### config.mk
export PLATFORM = sky130hd
export DESIGN_NAME = eu_tx_arbiter
export DESIGN_NICKNAME = d
export VERILOG_FILES = /design/src/rtl/pkg_dtypes.sv /design/src/rtl/rr_pick.sv /design/src/rtl/eu_tx_arbiter.sv
export SDC_FILE = /design/constraint.sdc
export NUM_CORES = 1
export LEC_CHECK = 0
export CORE_MARGIN = 2
export CORE_UTILIZATION = 40
export DETAILED_ROUTE_END_ITERATION = 8
export GPL_TIMING_DRIVEN = 0
export MAX_ROUTING_LAYER = met4
export PLACE_DENSITY = 0.81
export SYNTH_ARGS = -nofsm -noshare
export SYNTH_HDL_FRONTEND = slang
export SYNTH_HIERARCHICAL = 1
export SYNTH_SLANG_ARGS = --single-unit
### constraint.sdc
create_clock -name clk -period 3.7 [get_ports clk]
set_input_delay 0.555 -clock clk [delete_from_list [all_inputs] [get_ports clk]]
set_output_delay 0.555 -clock clk [all_outputs]
set_load 0.02 [all_outputs]
### src/rtl/pkg_dtypes.sv
// pkg_dtypes: datatypes shared between the interconnect and the execution units.
package pkg_dtypes;
  localparam int EU_ADDR_W = 16;
  localparam int EU_DATA_W = 32;
  typedef logic [EU_ADDR_W-1:0] type_exec_unit_addr;
  typedef logic [EU_DATA_W-1:0] type_exec_unit_data;
endpackage

### src/rtl/rr_pick.sv
// rr_pick: combinational round-robin pick of the first request at or after ptr_i.
module rr_pick #(
  parameter int N = 4
) (
  input  logic [N-1:0]         req_i,
  input  logic [$clog2(N)-1:0] ptr_i,
  output logic [N-1:0]         gnt_o,
  output logic [$clog2(N)-1:0] idx_o,
  output logic                 any_o
);
  localparam int IW = $clog2(N);
  logic [IW:0]   s;
  logic [IW-1:0] j;
  // Walk offsets from farthest to nearest so the offset closest to ptr_i wins.
  always_comb begin
    gnt_o = '0;
    idx_o = '0;
    any_o = 1'b0;
    s = '0;
    j = '0;
    for (int i = N - 1; i >= 0; i--) begin
      s = {1'b0, ptr_i} + (IW+1)'(i);
      j = (s >= (IW+1)'(N)) ? IW'(s - (IW+1)'(N)) : IW'(s);
      if (req_i[j]) begin
        gnt_o = '0;
        gnt_o[j] = 1'b1;
        idx_o = j;
        any_o = 1'b1;
      end
    end
  end
endmodule

### src/rtl/eu_tx_arbiter.sv
// eu_tx_arbiter: round-robin share of one EU result-transmit port among NUM_REQ requesters,
// holding each grant until success, withdrawal or timeout.
module eu_tx_arbiter
  import pkg_dtypes::*;
#(
  parameter int NUM_REQ = 4,
  parameter int TIMEOUT = 8
) (
  input  logic                              clk,
  input  logic                              reset_n,
  input  logic [NUM_REQ-1:0]                req_valid_i,
  input  type_exec_unit_addr [NUM_REQ-1:0]  req_addr_i,
  output type_exec_unit_data                req_data_o,
  output logic [NUM_REQ-1:0]                req_done_o,
  output logic [NUM_REQ-1:0]                req_timeout_o,
  output type_exec_unit_addr                eu_tx_addr_o,
  output logic                              eu_tx_req_valid_o,
  input  type_exec_unit_data                eu_tx_data_i,
  input  logic                              eu_tx_success_i,
  output logic                              busy_o
);
  localparam int IW = $clog2(NUM_REQ);
  localparam int CW = $clog2(TIMEOUT + 1);
  typedef enum logic {IDLE, GRANT} state_e;
  state_e             state_q;
  logic [IW-1:0]      ptr_q, g_q, ptr_d, pick_idx;
  logic [CW-1:0]      cnt_q;
  logic [NUM_REQ-1:0] done_q, to_q, eligible, pick_gnt;
  logic               pick_any;
  type_exec_unit_addr addr_q, pick_addr;
  type_exec_unit_data data_q;
  // A requester being told done/timeout this cycle must not be re-granted on its stale valid.
  assign eligible = req_valid_i & ~(done_q | to_q);
  rr_pick #(.N(NUM_REQ)) u_pick (
    .req_i (eligible),
    .ptr_i (ptr_q),
    .gnt_o (pick_gnt),
    .idx_o (pick_idx),
    .any_o (pick_any)
  );
  always_comb begin
    pick_addr = '0;
    for (int i = 0; i < NUM_REQ; i++) pick_addr = pick_gnt[i] ? req_addr_i[i] : pick_addr;
  end
  assign ptr_d = (g_q == IW'(NUM_REQ - 1)) ? '0 : g_q + 1'b1;
  always_ff @(posedge clk or negedge reset_n) begin
    if (!reset_n) begin
      state_q <= IDLE;
      ptr_q   <= '0;
      g_q     <= '0;
      cnt_q   <= '0;
      addr_q  <= '0;
      data_q  <= '0;
      done_q  <= '0;
      to_q    <= '0;
    end else begin
      done_q <= '0;
      to_q   <= '0;
      if (state_q == IDLE) begin
        if (pick_any) begin
          g_q     <= pick_idx;
          addr_q  <= pick_addr;
          cnt_q   <= '0;
          state_q <= GRANT;
        end
      end else if (eu_tx_success_i) begin
        data_q      <= eu_tx_data_i;
        done_q[g_q] <= 1'b1;
        ptr_q       <= ptr_d;
        state_q     <= IDLE;
      end else if (!req_valid_i[g_q]) begin
        ptr_q   <= ptr_d;
        state_q <= IDLE;
      end else if (cnt_q == CW'(TIMEOUT - 1)) begin
        to_q[g_q] <= 1'b1;
        ptr_q     <= ptr_d;
        state_q   <= IDLE;
      end else begin
        cnt_q <= (cnt_q == CW'(TIMEOUT)) ? cnt_q : cnt_q + 1'b1;
      end
    end
  end
  assign eu_tx_req_valid_o = (state_q == GRANT);
  assign busy_o            = (state_q == GRANT);
  assign eu_tx_addr_o      = addr_q;
  assign req_data_o        = data_q;
  assign req_done_o        = done_q;
  assign req_timeout_o     = to_q;
endmodule

==> results of run 1 <==
[flip-flops by register name (all words and copies together), names as in the netlist]
signal         count
cnt_q              4
req_data_o        32
ptr_q              2
eu_tx_addr_o      16
req_done_o         4
req_timeout_o      4
g_q                2
busy_o             1
[what timing repair did]
item	4_1_cts	5_1_grt
endpoints found under the setup margin	5	10
resized for setup	1	5
pin swaps	0	0
hold buffers	0	0
buffers inserted	0	2
[per-stage QoR]
step	std cells	cell area (um^2)	hold slack [ns]	utilization	setup TNS, ns
3_3_place_gp	628	5490	0.474	0.600	-3.76
2_1_floorplan	357	3750	0.259	-	0
4_1_cts	644	5720	0.325	0.625	0
6_report	646	5750	0.300	0.628	0
5_1_grt	646	5750	0.374	0.628	0
3_5_place_dp	628	5490	0.480	0.599	-4.40
[power by group]
group          leakage [nW]  internal [mW]  switching, mW
Clock                 0.113          0.400          0.286
Combinational          1.53           1.56           1.84
Sequential            0.780           1.04          0.231
[cells in the final DEF, fill, tap and decap left out, types with 5 or more instances in the layout]
cell type	n
clkdlybuf4s50_1	159
dfrtp_1	64
mux2_1	32
nand2_1	32
nor2_1	30
inv_1	26
a31oi_1	20
a211o_1	16
a221oi_1	16
ha_1	14
clkbuf_1	10
nand3_1	10
clkbuf_8	10
buf_1	5
buf_4	5
mux2_2	5
[Yosys cell counts (2+ instances only)]
master / n
dfrtp_1: 65
mux2_1: 32
nand2_1: 32
nor2_1: 30
inv_1: 27
a31oi_1: 20
a211o_1: 16
a221oi_1: 16
ha_1: 14
clkbuf_1: 10
nand3_1: 10
buf_1: 5
mux2_2: 5
nor3b_1: 5
a41oi_2: 4
and2_1: 4
and3_1: 4
buf_6: 4
o211ai_1: 4
a21oi_1: 3
buf_2: 3
nand2b_1: 3
o21ai_1: 3
and3b_1: 2
buf_4: 2
mux2_4: 2
mux2i_2: 2
mux4_2: 2
nor2_2: 2
o221ai_1: 2
or4b_1: 2
[kinds of logic after synthesis]
kind of cell,Yosys count,share of synthesized area
compound gates,78,0.171
simple gates,104,0.139
buf+inv,51,0.0621
fa+ha+maj,14,0.0467
flops,65,0.434
mux,45,0.147
[layout make-up]
cell class / instances / area share
Multi-Input combinational cell: 241 / 0.332
Sequential cell: 65 / 0.283
Timing Repair Buffer: 162 / 0.281
Tap cell: 111 / 0.0241
Clock buffer: 10 / 0.0239
Buffer: 24 / 0.0228
Inverter: 27 / 0.0183
Clock inverter: 6 / 0.0157
[per-layer routing]
metal | GRT usage | up-vias | share of wire
met4 | 0.0664 | 0 | 0.013
met2 | 0.365 | 119 | 0.51
met3 | 0.0437 | 16 | 0.062
met5 | - | - | 0
met1 | 0.271 | 1653 | 0.41
li1 | - | 1639 | -
[critical path, cell delays in order]
cell and delay, ns:
clkdlybuf4s50_1 0.47, nor3b_1 0.27, buf_6 0.19, nand2b_1 0.09, o221ai_1 0.34, nand3_1 0.18, a41oi_2 0.21, buf_2 0.21
and2b_1 0.27, buf_4 0.20, a221oi_1 0.34, a211o_1 0.17, a31oi_1 0.08
[path summary, 6_finish.rpt]
kind | cells after the start | slack, ns | startpoint | end
worst max-delay path | 13 | 0.33 | req_valid_i[1] | eu_tx_addr_o[10]
worst min-delay path | 1 | 0.30 | reset_n | ptr_q[1]
worst max register to register | 12 | 0.38 | ptr_q[1] | eu_tx_addr_o[10]
min in group clk | 1 | 0.49 | req_data_o[7] | req_data_o[7]
worst min register to register | 1 | 0.49 | req_data_o[7] | req_data_o[7]
max in group asynchronous | 1 | 2.85 | reset_n | ptr_q[0]
==> metrics, run 1 <==
Top FF cell, synth dfrtp_1; antenna diode count 0; Slew headroom 0.462; ANT nets after route 0; status finished, final reports clean; layout net count 647; Arr. time, crit path 3.58 ns; CTS root buf clkbuf_8; Total Routing Usage GR 0.220; FFs w/ async S/R, synth 1.00; DR DRC count 0; Pleak 2.42 nW; number of antenna violations at the first check in global routing 0; warnings from Yosys 6; worst vdd ir 0.000542 V; Final Hold Vio Count 0; Yosys cell types 53; syn_area_per_cell 10.5 um^2; Clock Sinks 65; post-synthesis sequential area ratio 0.434; Clk pin slew, worst setup/hold paths 0.07 ns; register bit total from synthesis 65; Max H-tree Level 3; Final WS setup 0.328 ns; RD Place Congestion 0.841; Post-Syn Nets 474; Crit Path Category in -> reg; Iter 0 DRT Violations 106; TritonCTS clock tree yes; actual slew at the worst max-slew pin 0.808 ns; Post-synth EDFFs 0; DP Worst Slack -0.387 ns; first-pass GRT wire length 17000 um; Maximum Capacitance Violations 0; full die area 0.0102 mm^2; # port buffers 160; Worst Path Required 3.91 ns; total CTS buffers 9; hpwl dp 8200 um; via-per-instance ratio 5.30; IO Pins 161; register area 0.00163 mm^2; Avg WL per Cell 16.3 um; RSZ-0062 raised after global routing no; cell row count 35; footprint of the multi-input gates 0.00191 mm^2; achievable frequency 0.297 GHz; Final min period 3.37 ns; Final Setup Violations 0; grt ovf 0; final setup skew 0.00483 ns; Via Count 3427; Cell Pwr Density 932 mW/mm^2; element type at the critical path end flop; final worst-path cycle share 0.911; max-slew violation count 0; CORE AREA 0.00915 mm^2; total chip power 5.36 mW; CP startpoint kind input port; post-synth top area share 0.434; Synth Cell Area 0.00375 mm^2; Initial DRT Pass Iterations 4; Die Y-Extent 101 um; ranking of synthesized cells by area dfrtp_1 43%, mux2_1 9.6%, ha_1 4.7%; vias in the first global route 3536; clk_lat worst skew 0.34 ns; Syn Inst Count 357; worst hold path class in -> async; Clock Path Buffers 2; crit-path max FO 10; layout filler cell count 725; Die Width 101 um; final wirelength 10600 um; largest net degree at the start of global routing 66; P&R area growth vs syn 53.4%; area leader, netlist dfrtp_1; layout cells sized above 1 0.110; Starting Density 0.410
Power figures use the tool's default switching activity.
==> run 2: changes to the inputs <==
--- a/config.mk
+++ b/config.mk
@@ -6,11 +6,11 @@
 export NUM_CORES = 1
 export LEC_CHECK = 0
 export CORE_MARGIN = 2
-export CORE_UTILIZATION = 40
+export CORE_UTILIZATION = 43
 export DETAILED_ROUTE_END_ITERATION = 8
 export GPL_TIMING_DRIVEN = 0
 export MAX_ROUTING_LAYER = met4
-export PLACE_DENSITY = 0.81
+export PLACE_DENSITY = 0.86
 export SYNTH_ARGS = -nofsm -noshare
 export SYNTH_HDL_FRONTEND = slang
 export SYNTH_HIERARCHICAL = 1
==> run 2 against run 1 <==
Compared with the run above: sequential power barely moved; first-iteration DRC count rose by 42%; clock-buffer cell count rose by 2; die area fell by 6.7%; cell area fell by 0.57%; worst hold slack got worse by 0.0042 ns; via count rose by 1.7%; critical endpoint is now eu_tx_addr_o[13]; wire length rose by 2.3%; sequential share of layout area rose by 0.16 points; clock power barely moved.
==> metrics, run 2 (synthesis gave the netlist of run 1 again) <==
Resize count post-CTS 1 (unchanged); total setup buffers inserted after CTS 0 (unchanged); switching share of power 0.439 (was 0.440); Clock Path Buffers 2 (unchanged); Avg WL per Cell 16.8 um (was 16.3 um); Worst Path Required 3.89 ns (was 3.91 ns); Die Width 97.4 um (was 101 um); Starting Density 0.436 (was 0.410); slowest CP cell dfrtp_1 (was clkdlybuf4s50_1); largest net degree at the start of global routing 66 (unchanged); worst hold path class in -> async (unchanged); Cell Pwr Density 935 mW/mm^2 (was 932 mW/mm^2); element type at the critical path end flop (unchanged); Initial DRT Pass Iterations 5 (was 4); Clock Sinks 65 (unchanged); Pleak 2.41 nW (was 2.42 nW); Crit Path Category reg -> reg (was in -> reg); P&R area growth vs syn 52.6% (was 53.4%); Int Power 3.00 mW (about the same); worst vdd ir 0.000506 V (was 0.000542 V); layout filler cell count 673 (was 725); cell row count 34 (was 35); hpwl dp 8150 um (was 8200 um); RD Place Congestion 0.895 (was 0.841); CTS hold repair buffers 0 (unchanged); Total Routing Usage GR 0.233 (was 0.220); net switching power of the design 2.35 mW (was 2.36 mW); layout cells sized above 1 0.0976 (was 0.110); dpl cells 625 (was 628); CP peak stage delay 0.46 ns (was 0.47 ns); Max H-tree Level 3 (unchanged); CORE AREA 0.00859 mm^2 (was 0.00915 mm^2); Core Util, Final 0.666 (was 0.628); Seq pwr share 0.240 (was 0.237); Iter 0 DRT Violations 150 (was 106); part of the power in combinational logic 0.631 (was 0.635); achievable frequency 0.287 GHz (was 0.297 GHz); Most common cell on crit path buf_2; commonest non-fill, non-tap cell in the layout clkdlybuf4s50_1 (unchanged); RSZ-0062 raised after global routing no (unchanged); register area 0.00163 mm^2 (unchanged); actual slew at the worst max-slew pin 0.815 ns (was 0.808 ns); number of flip-flops in the largest register 32 (unchanged); Via Count 3484 (was 3427); non-filler cells, final 641 (was 646); final setup skew 0.0141 ns (was 0.00483 ns); vias in the first global route 3581 (was 3536); Slew headroom 0.457 (was 0.462); via-per-instance ratio 5.44 (was 5.30); IO Pins 161 (unchanged); max-slew violation count 0 (unchanged); cell breakdown of the critical path buf_2 -> inv_1 -> ha_1 -> buf_2 -> a21oi_1 -> nand2_1 -> a41oi_2 -> buf_2 -> and2b_1 -> buf_4 -> a221oi_1 -> a211o_1 -> a31oi_1 (was clkdlybuf4s50_1 -> nor3b_1 -> buf_6 -> nand2b_1 -> o221ai_1 -> nand3_1 -> a41oi_2 -> buf_2 -> and2b_1 -> buf_4 -> a221oi_1 -> a211o_1 -> a31oi_1); status finished, final reports clean (unchanged); Clk pin slew, worst setup/hold paths 0.08 ns (was 0.07 ns); clk_lat worst skew 0.34 ns (about the same); total chip power 5.35 mW (was 5.36 mW); TritonCTS clock tree yes (unchanged); grt ovf 0 (unchanged); Die Y-Extent 97.4 um (was 101 um); first-pass GRT wire length 17300 um (was 17000 um); DR DRC count 0 (unchanged); Final min period 3.49 ns (was 3.37 ns); Final Hold Vio Count 0 (unchanged); full die area 0.00948 mm^2 (was 0.0102 mm^2); total CTS buffers 9 (unchanged); Final Setup Violations 0 (unchanged); CP startpoint kind flop (was input port); layout net count 645 (was 647); ANT nets after route 0 (unchanged); most frequent cells in the layout 159 x clkdlybuf4s50_1, 64 x dfrtp_1, 32 x mux2_1, 32 x nand2_1, 30 x nor2_1 (unchanged); footprint of the multi-input gates 0.00189 mm^2 (was 0.00191 mm^2); Arr. time, crit path 3.68 ns (was 3.58 ns); final wirelength 10800 um (was 10600 um); clock network fraction of design power 0.129 (was 0.128); Critical path buffers and inverters 5 (was 4); final worst-path cycle share 0.943 (was 0.911); # port buffers 160 (unchanged); number of antenna violations at the first check in global routing 0 (unchanged); antenna diode count 0 (unchanged); cell family contributing the most delay on the critical path buffers and inverters (was compound AO/OA/AOI/OAI gates); CTS root buf clkbuf_8 (unchanged); crit-path max FO 10 (unchanged); Maximum Capacitance Violations 0 (unchanged)
==> run 2: path summary, 6_finish.rpt <==
kind,from,end,slack [ns],cells after the start
min in group clk,req_data_o[31],req_data_o[31],0.49,1
hold reg to reg,req_data_o[31],req_data_o[31],0.49,1
setup / recovery,ptr_q[1],eu_tx_addr_o[13],0.21,13
max in group asynchronous,reset_n,ptr_q[0],2.81,1
setup reg to reg,ptr_q[1],eu_tx_addr_o[13],0.21,13
hold / removal,reset_n,cnt_q[2],0.30,1
==> run 2: layer usage <==
metal	vias to the layer above	track usage	share of wire
met4	0	0.0662	0.017
met5	-	-	0
met1	1691	0.270	0.40
li1	1631	-	-
met3	18	0.0669	0.071
met2	144	0.397	0.51
==> run 2: power groups by stage <==
stage	sequential, mW	clock (mW)	combinational, mW
after floorplan	1.59	0	1.81
after global placement	1.26	0	3.27
after detailed placement	1.29	0	3.36
after CTS	1.28	0.699	3.39
after global routing	1.32	0.730	3.64
final	1.28	0.689	3.37
==> run 2: worst register-to-register path: stages (launching register included) <==
cell	delay, ns
dfrtp_1	0.46
buf_2	0.25
inv_1	0.21
ha_1	0.40
buf_2	0.21
a21oi_1	0.30
nand2_1	0.11
a41oi_2	0.15
buf_2	0.22
and2b_1	0.26
buf_4	0.19
a221oi_1	0.35
a211o_1	0.16
a31oi_1	0.08
==> run 2: cell type report <==
type / instances / share of cell area
multi-input combinational: 241 / 0.331
sequential: 65 / 0.285
timing repair buffer: 160 / 0.280
clock buffer: 12 / 0.0271
tap: 108 / 0.0236
buffer: 24 / 0.0230
inverter: 27 / 0.0177
clock inverter: 4 / 0.0131
==> run 2: stage by stage <==
step	hold slack, ns	cell area (um^2)	setup TNS, ns	setup slack [ns]
2_1_floorplan	0.259	3750	0	0.728
3_3_place_gp	0.473	5490	-2.54	-0.316
3_5_place_dp	0.481	5480	-4.04	-0.376
4_1_cts	0.327	5720	0	0.181
5_1_grt	0.372	5720	0	0.0334
6_report	0.296	5720	0	0.210
